[src/rtl/spi_frame_pkg.sv]
// Shared types and helpers for the SPI frame handler.
// State encoding, TX header field widths and the TX header builder.
package spi_frame_pkg;

  typedef enum logic [1:0] {
    IDLE    = 2'd0,
    RUN     = 2'd1,
    TIMEOUT = 2'd2
  } state_t;

  localparam int ID_W     = 32;
  localparam int STATUS_W = 8;
  localparam int ERR_W    = 8;
  localparam int SEQ_W    = 8;
  localparam int HDR_W    = ID_W + STATUS_W + ERR_W;

  // Header = {msgid, status, err_cnt}; status = {state, timeout_flag, seq_err_sticky, good_cnt}
  function automatic logic [HDR_W-1:0] build_tx_header(
    input logic [ID_W-1:0]  msgid,
    input state_t           st,
    input logic             tflag,
    input logic             seq_err,
    input logic [3:0]       good,
    input logic [ERR_W-1:0] err
  );
    return {msgid, st, tflag, seq_err, good, err};
  endfunction

endpackage

[src/rtl/spi_frame_watchdog.sv]
// Saturating link watchdog. Counts while enabled, cleared by an accepted
// frame, and raises expire for exactly one cycle when the count sits at
// LIMIT with no clear. A clear on that same cycle suppresses the expire.
module spi_frame_watchdog #(
  parameter logic [31:0] LIMIT = 32'd4999999
) (
  input  logic clk,
  input  logic rst,
  input  logic en,
  input  logic clr,
  output logic expire
);

  logic [31:0] cnt;
  logic        fired;

  assign expire = en && !clr && (cnt == LIMIT) && !fired;

  // Counter saturates at LIMIT; fired keeps expire a single pulse until the next clear
  always_ff @(posedge clk) begin
    if (rst) begin
      cnt   <= '0;
      fired <= 1'b0;
    end else if (clr) begin
      cnt   <= '0;
      fired <= 1'b0;
    end else if (en) begin
      if (cnt != LIMIT) cnt <= cnt + 32'd1;
      if (expire)       fired <= 1'b1;
    end
  end

endmodule

[src/rtl/spi_frame_handler.sv]
// SPI frame handler: accepts frames from the SPI slave stage, supervises the
// link with a watchdog, zeroes the payload on timeout and requires a run of
// good frames before re-arming. Builds the TX frame offered back upstream.
// Optional sequence-number checking is enabled by defining SPI_FRAME_SEQ_CHECK_EN.
//
//   state   | meaning
//   IDLE    | after reset, waiting for the first frame; watchdog halted
//   RUN     | link healthy, payload exposed, rx_valid high
//   TIMEOUT | link lost, payload forced to zero, counting good frames to recover
module spi_frame_handler #(
  parameter int          BUFFER_SIZE_RX = 64,
  parameter int          BUFFER_SIZE_TX = 64,
  parameter logic [31:0] MSGID          = 32'h74697277,
  parameter logic [31:0] TIMEOUT_CYCLES = 32'd5000000,
  parameter logic [3:0]  RECOVER_FRAMES = 4'd3
) (
  input  logic                      clk,
  input  logic                      rst,
  input  logic [BUFFER_SIZE_RX-1:0] rx_frame,
  input  logic                      sync,
  input  logic [BUFFER_SIZE_TX-49:0] tx_payload,
  output logic [BUFFER_SIZE_TX-1:0] tx_frame,
  output logic [BUFFER_SIZE_RX-33:0] rx_payload,
  output logic                      rx_valid,
  output logic                      frame_strobe,
  output logic                      timeout_flag
);
  import spi_frame_pkg::*;

  state_t           state_q, state_d;
  logic             accept, seq_reject;
  logic             wd_expire, enter_timeout;
  logic [3:0]       good_cnt;
  logic [ERR_W-1:0] err_cnt;
  logic             seq_err_sticky;
  logic             tx_upd;

  // The message ID was matched upstream; only the payload bits matter here
  logic unused_id;
  assign unused_id = ^rx_frame[BUFFER_SIZE_RX-1:BUFFER_SIZE_RX-ID_W];

`ifdef SPI_FRAME_SEQ_CHECK_EN
  logic [SEQ_W-1:0] rx_seq, last_seq;
  logic             have_seq, seq_ok;

  assign rx_seq = rx_frame[BUFFER_SIZE_RX-33 -: SEQ_W];

  // First sync after reset/TIMEOUT entry only establishes the sequence
  always_comb begin
    seq_ok     = !have_seq || (rx_seq == last_seq + 8'd1);
    accept     = sync && seq_ok;
    seq_reject = sync && !seq_ok;
  end

  // Sequence tracking, error counter and sticky error; last_seq follows every sync to resync
  always_ff @(posedge clk) begin
    if (rst) begin
      have_seq       <= 1'b0;
      last_seq       <= '0;
      err_cnt        <= '0;
      seq_err_sticky <= 1'b0;
    end else begin
      if (enter_timeout) have_seq <= 1'b0;
      else if (sync)     have_seq <= 1'b1;
      if (sync) last_seq <= rx_seq;
      if (seq_reject) begin
        seq_err_sticky <= 1'b1;
        if (err_cnt != 8'hFF) err_cnt <= err_cnt + 8'd1;
      end
    end
  end
`else
  assign accept         = sync;
  assign seq_reject     = 1'b0;
  assign err_cnt        = '0;
  assign seq_err_sticky = 1'b0;
`endif

  spi_frame_watchdog #(
    .LIMIT (TIMEOUT_CYCLES - 32'd1)
  ) u_watchdog (
    .clk    (clk),
    .rst    (rst),
    .en     (state_q != IDLE),
    .clr    (accept),
    .expire (wd_expire)
  );

  // State register
  always_ff @(posedge clk) begin
    if (rst) state_q <= IDLE;
    else     state_q <= state_d;
  end

  // Next-state logic; an accepted frame always beats the watchdog since expire excludes clear
  always_comb begin
    state_d       = state_q;
    enter_timeout = 1'b0;
    case (state_q)
      IDLE:    if (accept) state_d = RUN;
      RUN: begin
        if (wd_expire) begin
          state_d       = TIMEOUT;
          enter_timeout = 1'b1;
        end
      end
      TIMEOUT: if (accept && ((good_cnt + 4'd1) == RECOVER_FRAMES)) state_d = RUN;
      default: state_d = IDLE;
    endcase
  end

  // Payload, flags, recovery count and TX frame (rebuilt the cycle after an accept or state change)
  always_ff @(posedge clk) begin
    if (rst) begin
      rx_payload   <= '0;
      rx_valid     <= 1'b0;
      frame_strobe <= 1'b0;
      timeout_flag <= 1'b0;
      good_cnt     <= '0;
      tx_upd       <= 1'b0;
      tx_frame     <= {MSGID, {(BUFFER_SIZE_TX-ID_W){1'b0}}};
    end else begin
      frame_strobe <= accept;
      rx_valid     <= (state_d == RUN);
      tx_upd       <= accept || (state_d != state_q);

      if (state_d != RUN) rx_payload <= '0;
      else if (accept)    rx_payload <= rx_frame[BUFFER_SIZE_RX-33:0];

      if (enter_timeout) begin
        timeout_flag <= 1'b1;
        good_cnt     <= '0;
      end else if (state_q == TIMEOUT) begin
        if (wd_expire || seq_reject) good_cnt <= '0;
        else if (accept)             good_cnt <= good_cnt + 4'd1;
      end

      if (tx_upd)
        tx_frame <= {build_tx_header(MSGID, state_q, timeout_flag, seq_err_sticky,
                                     good_cnt, err_cnt), tx_payload};
    end
  end

endmodule

[config.mk]
export PLATFORM = sky130hd
export DESIGN_NAME = spi_frame_handler
export DESIGN_NICKNAME = d
export VERILOG_FILES = /design/src/rtl/spi_frame_pkg.sv /design/src/rtl/spi_frame_watchdog.sv /design/src/rtl/spi_frame_handler.sv
export SDC_FILE = /design/constraint.sdc
export NUM_CORES = 1
export LEC_CHECK = 0
export CORE_ASPECT_RATIO = 0.5
export CORE_MARGIN = 4
export CORE_UTILIZATION = 43
export DETAILED_ROUTE_END_ITERATION = 8
export PLACE_DENSITY = 0.78
export SYNTH_ARGS = -nofsm -noshare
export SYNTH_HDL_FRONTEND = slang
export SYNTH_SLANG_ARGS = --single-unit
[constraint.sdc]
create_clock -name clk -period 2.6 [get_ports clk]
set_clock_uncertainty 0.05 [all_clocks]
set_input_delay 0.65 -clock clk [delete_from_list [all_inputs] [get_ports clk]]
set_output_delay 0.65 -clock clk [all_outputs]
set_load 0.01 [all_outputs]
==> results.md <==
* Status: complete, no violations
* Netlist cell types at 55
* Syn Std Cell Area at 4440 um^2
* Clk_lat worst skew at 0.34 ns
* Fin crit share at 85.3%
* Met1 wire length at 4280 um
* Reg2reg start: u_watchdog.cnt[0]
* Diode count at 0
* Pleak at 2.23 nW
* Critical Path Start Type: flip-flop
* Setup Total Neg Slack at 0 ns
* R2r setup slk at around 0.38 ns
* Cts repair resizes at 0
* RSZ-0062 raised after global routing: no
* Die X at between 150 and 200 um
* Post-synthesis sequential element count at a little under 100
* # hold bufs at CTS at 0
* Critical path type: reg2reg
* Detailed Route WL at between 10000 and 15000 um
* Max FO, Critical Path at 8
* Dpl hpwl at 7400 um
* Post-synth top area share at approximately 44%
* Ports at 182
* DP Area at between 5000 and 6000 um^2
* Clock sink count at 98
* Max-cap viol count at 0
* Final Hold Fails at 0
* Critical Path RT at between 2 and 3 ns
* Ys flop type: dfxtp_1
* HP Class: reg2reg
* Util after Layout at between 50% and 60%
* Die H at 79.8 um
* Synth Instances at approximately 480
* Hold_ws at about 0.42 ns
* R2r endpoint: u_watchdog.cnt[10]
* Register area at 1960 um^2
* First-pass GRT wire length at 16400 um
* Final Cell Area at 5790 um^2
* Post-synth top area cell: dfxtp_1
* Max-slew violations at 0
* TritonCTS clock tree: built
* Crit end category: flip-flop
* First-pass detailed-route iteration total at 4
* Grt ovf at 0
* Core area at 9730 um^2
* Largest net degree at the start of global routing at 35
* Synth Warn # at 0
* Port Buffers at 108
* Row count at 25
* R2R depth at 6
* Post-CTS Setup Inserts at 0
* Post-synthesis sequential area ratio at 44.2%
* Fmax at 451 MHz
* Vias at 3658
* FILL cells at 845
* Post-route minimum period at 2.22 ns
* Worst IR Drop VDD at around 410 uV
* CP endpoint: u_watchdog.cnt[10]
* Most common cell after layout, fill and taps aside: clkdlybuf4s50_1
* Reg clk slew, reported paths at 0.07 ns
* H-tree level count at 3
* Uppermost routed layer: met4
* WL per Instance at 13.9 um
* Layout cell share with drive strength beyond 1 at 6.25%
* CP Launch Point: u_watchdog.cnt[0]
* Vias per std cell at between 5 and 6
* Die Area at approximately 12000 um^2
* Tot GR Track Use at 16.7%
* Root Driver: clkbuf_16
* Ys async rst share at 0%
* Num CTS Buffers at 9
* Avg Synthesized Cell Area at 9.20 um^2
* DRT antenna net count at 0
* Nets at a little under 700
* Gpl congestion at 0.869
* Commonest non-fill, non-tap cells in the layout: clkdlybuf4s50_1 (107), dfxtp_1 (98), nor2_1 (81), mux2i_1 (57), conb_1 (41)
* Total power at around 3.2 mW
* Power per Cell Area at around 560 nW/um^2
* Starting Density at a little under half
* Cells on Worst Hold Path at 2
* DRC Markers at 0
* Area Overhead vs Synth at 30.4%
* Clock tree buffer depth at 2
* Setup-failing EPs final at 0
* Crit path DAT at roughly 2.4 ns
* Routed length on met3 at 914 um
* EDFF count, synth at 0
* Initial antenna violation count at 0
* Ranking of synthesized cells by area: dfxtp_1 (44%), mux2i_1 (13%), buf_4 (6.9%), nor2_1 (6.9%), nand4_1 (2.3%)
* 1st-iter DRT viols at 208
* Footprint of the multi-input gates at 2170 um^2
* Vias in the first global route at between 3000 and 4000
* Routed wl met2 at around 4800 um
==> metal layers <==
metal	vias to the layer above	GRT usage, %
met1	1690	20.3
li1	1812	-
met4	0	5.29
met5	-	0
met3	13	6.13
met2	143	27.7
==> synthesized netlist by cell type (2+ instances only) <==
cell and n:
a21oi_1 16, and2_1 3, and3_1 3, and4_1 4, buf_1 6, buf_2 4
buf_4 41, buf_6 3, clkbuf_1 10, conb_1 2, dfxtp_1 98, ha_1 3
inv_1 6, inv_2 2, mux2i_1 57, nand2_1 18, nand2b_1 5, nand3_1 16
nand4_1 16, nor2_1 81, nor3_1 4, nor4_1 6, nor4b_1 2, o211ai_1 2
o21ai_0 3, o21ai_1 13, o31ai_1 3, or3_1 14, or4_1 3, xnor2_1 7
xor2_1 7
==> logic make-up after synthesis <==
kind of cell | count (synthesis) | synth area share [%]
and+or+nand+nor | 184 | 21.0
AOI/OAI and AO/OA | 51 | 7.67
xor gates and xnor gates | 14 | 2.76
other | 2 | 0.169
adders and majority gates | 3 | 0.846
DFF | 98 | 44.2
buffers and inverters | 72 | 10.2
muxes | 58 | 13.1
==> area by class of cell <==
type	instances	share of cell area, %
Sequential cell	98	33.9
Clock buffer	9	3.89
Inverter	8	0.519
Clock inverter	7	1.04
Multi-Input combinational cell	351	37.5
Tap cell	135	2.92
Timing Repair Buffer	119	20.2
==> critical path: stages (launching register included) <==
cell     delay (ns)
dfxtp_1        0.41
ha_1           0.23
and3_1         0.25
nand4_2        0.24
o31a_1         0.48
nand3_1        0.14
mux2_1         0.32
==> worst min-delay path by stage <==
stage	from	end
2_1_floorplan	u_watchdog.cnt[1]	u_watchdog.cnt[1]
3_3_place_gp	timeout_flag	timeout_flag
3_5_place_dp	timeout_flag	timeout_flag
4_1_cts	timeout_flag	timeout_flag
5_1_grt	timeout_flag	timeout_flag
6_report	timeout_flag	timeout_flag
==> power by group <==
part / switching [mW] / total, mW / internal [mW]
sequential: 0.0284 / 1.58 / 1.55
combinational: 0.181 / 0.394 / 0.213
clock: 0.607 / 1.27 / 0.664
==> sequential cells by signal, indices dropped and copies added, names as in the netlist <==
signal / flops
state_q: 2
rx_valid: 1
good_cnt: 4
tx_upd: 1
tx_frame: 23
rx_payload: 32
u_watchdog.fired: 1
timeout_flag: 1
u_watchdog.cnt: 32
frame_strobe: 1
==> metrics by stage <==
| step | instances | setup slack (ns) |
|---|---|---|
| after floorplan | 521 | 0.514 |
| after global placement | 711 | 0.442 |
| after detailed placement | 711 | 0.427 |
| after CTS | 727 | 0.411 |
| after global routing | 727 | 0.232 |
| final | 727 | 0.383 |
(Power assumes the default switching activity.)
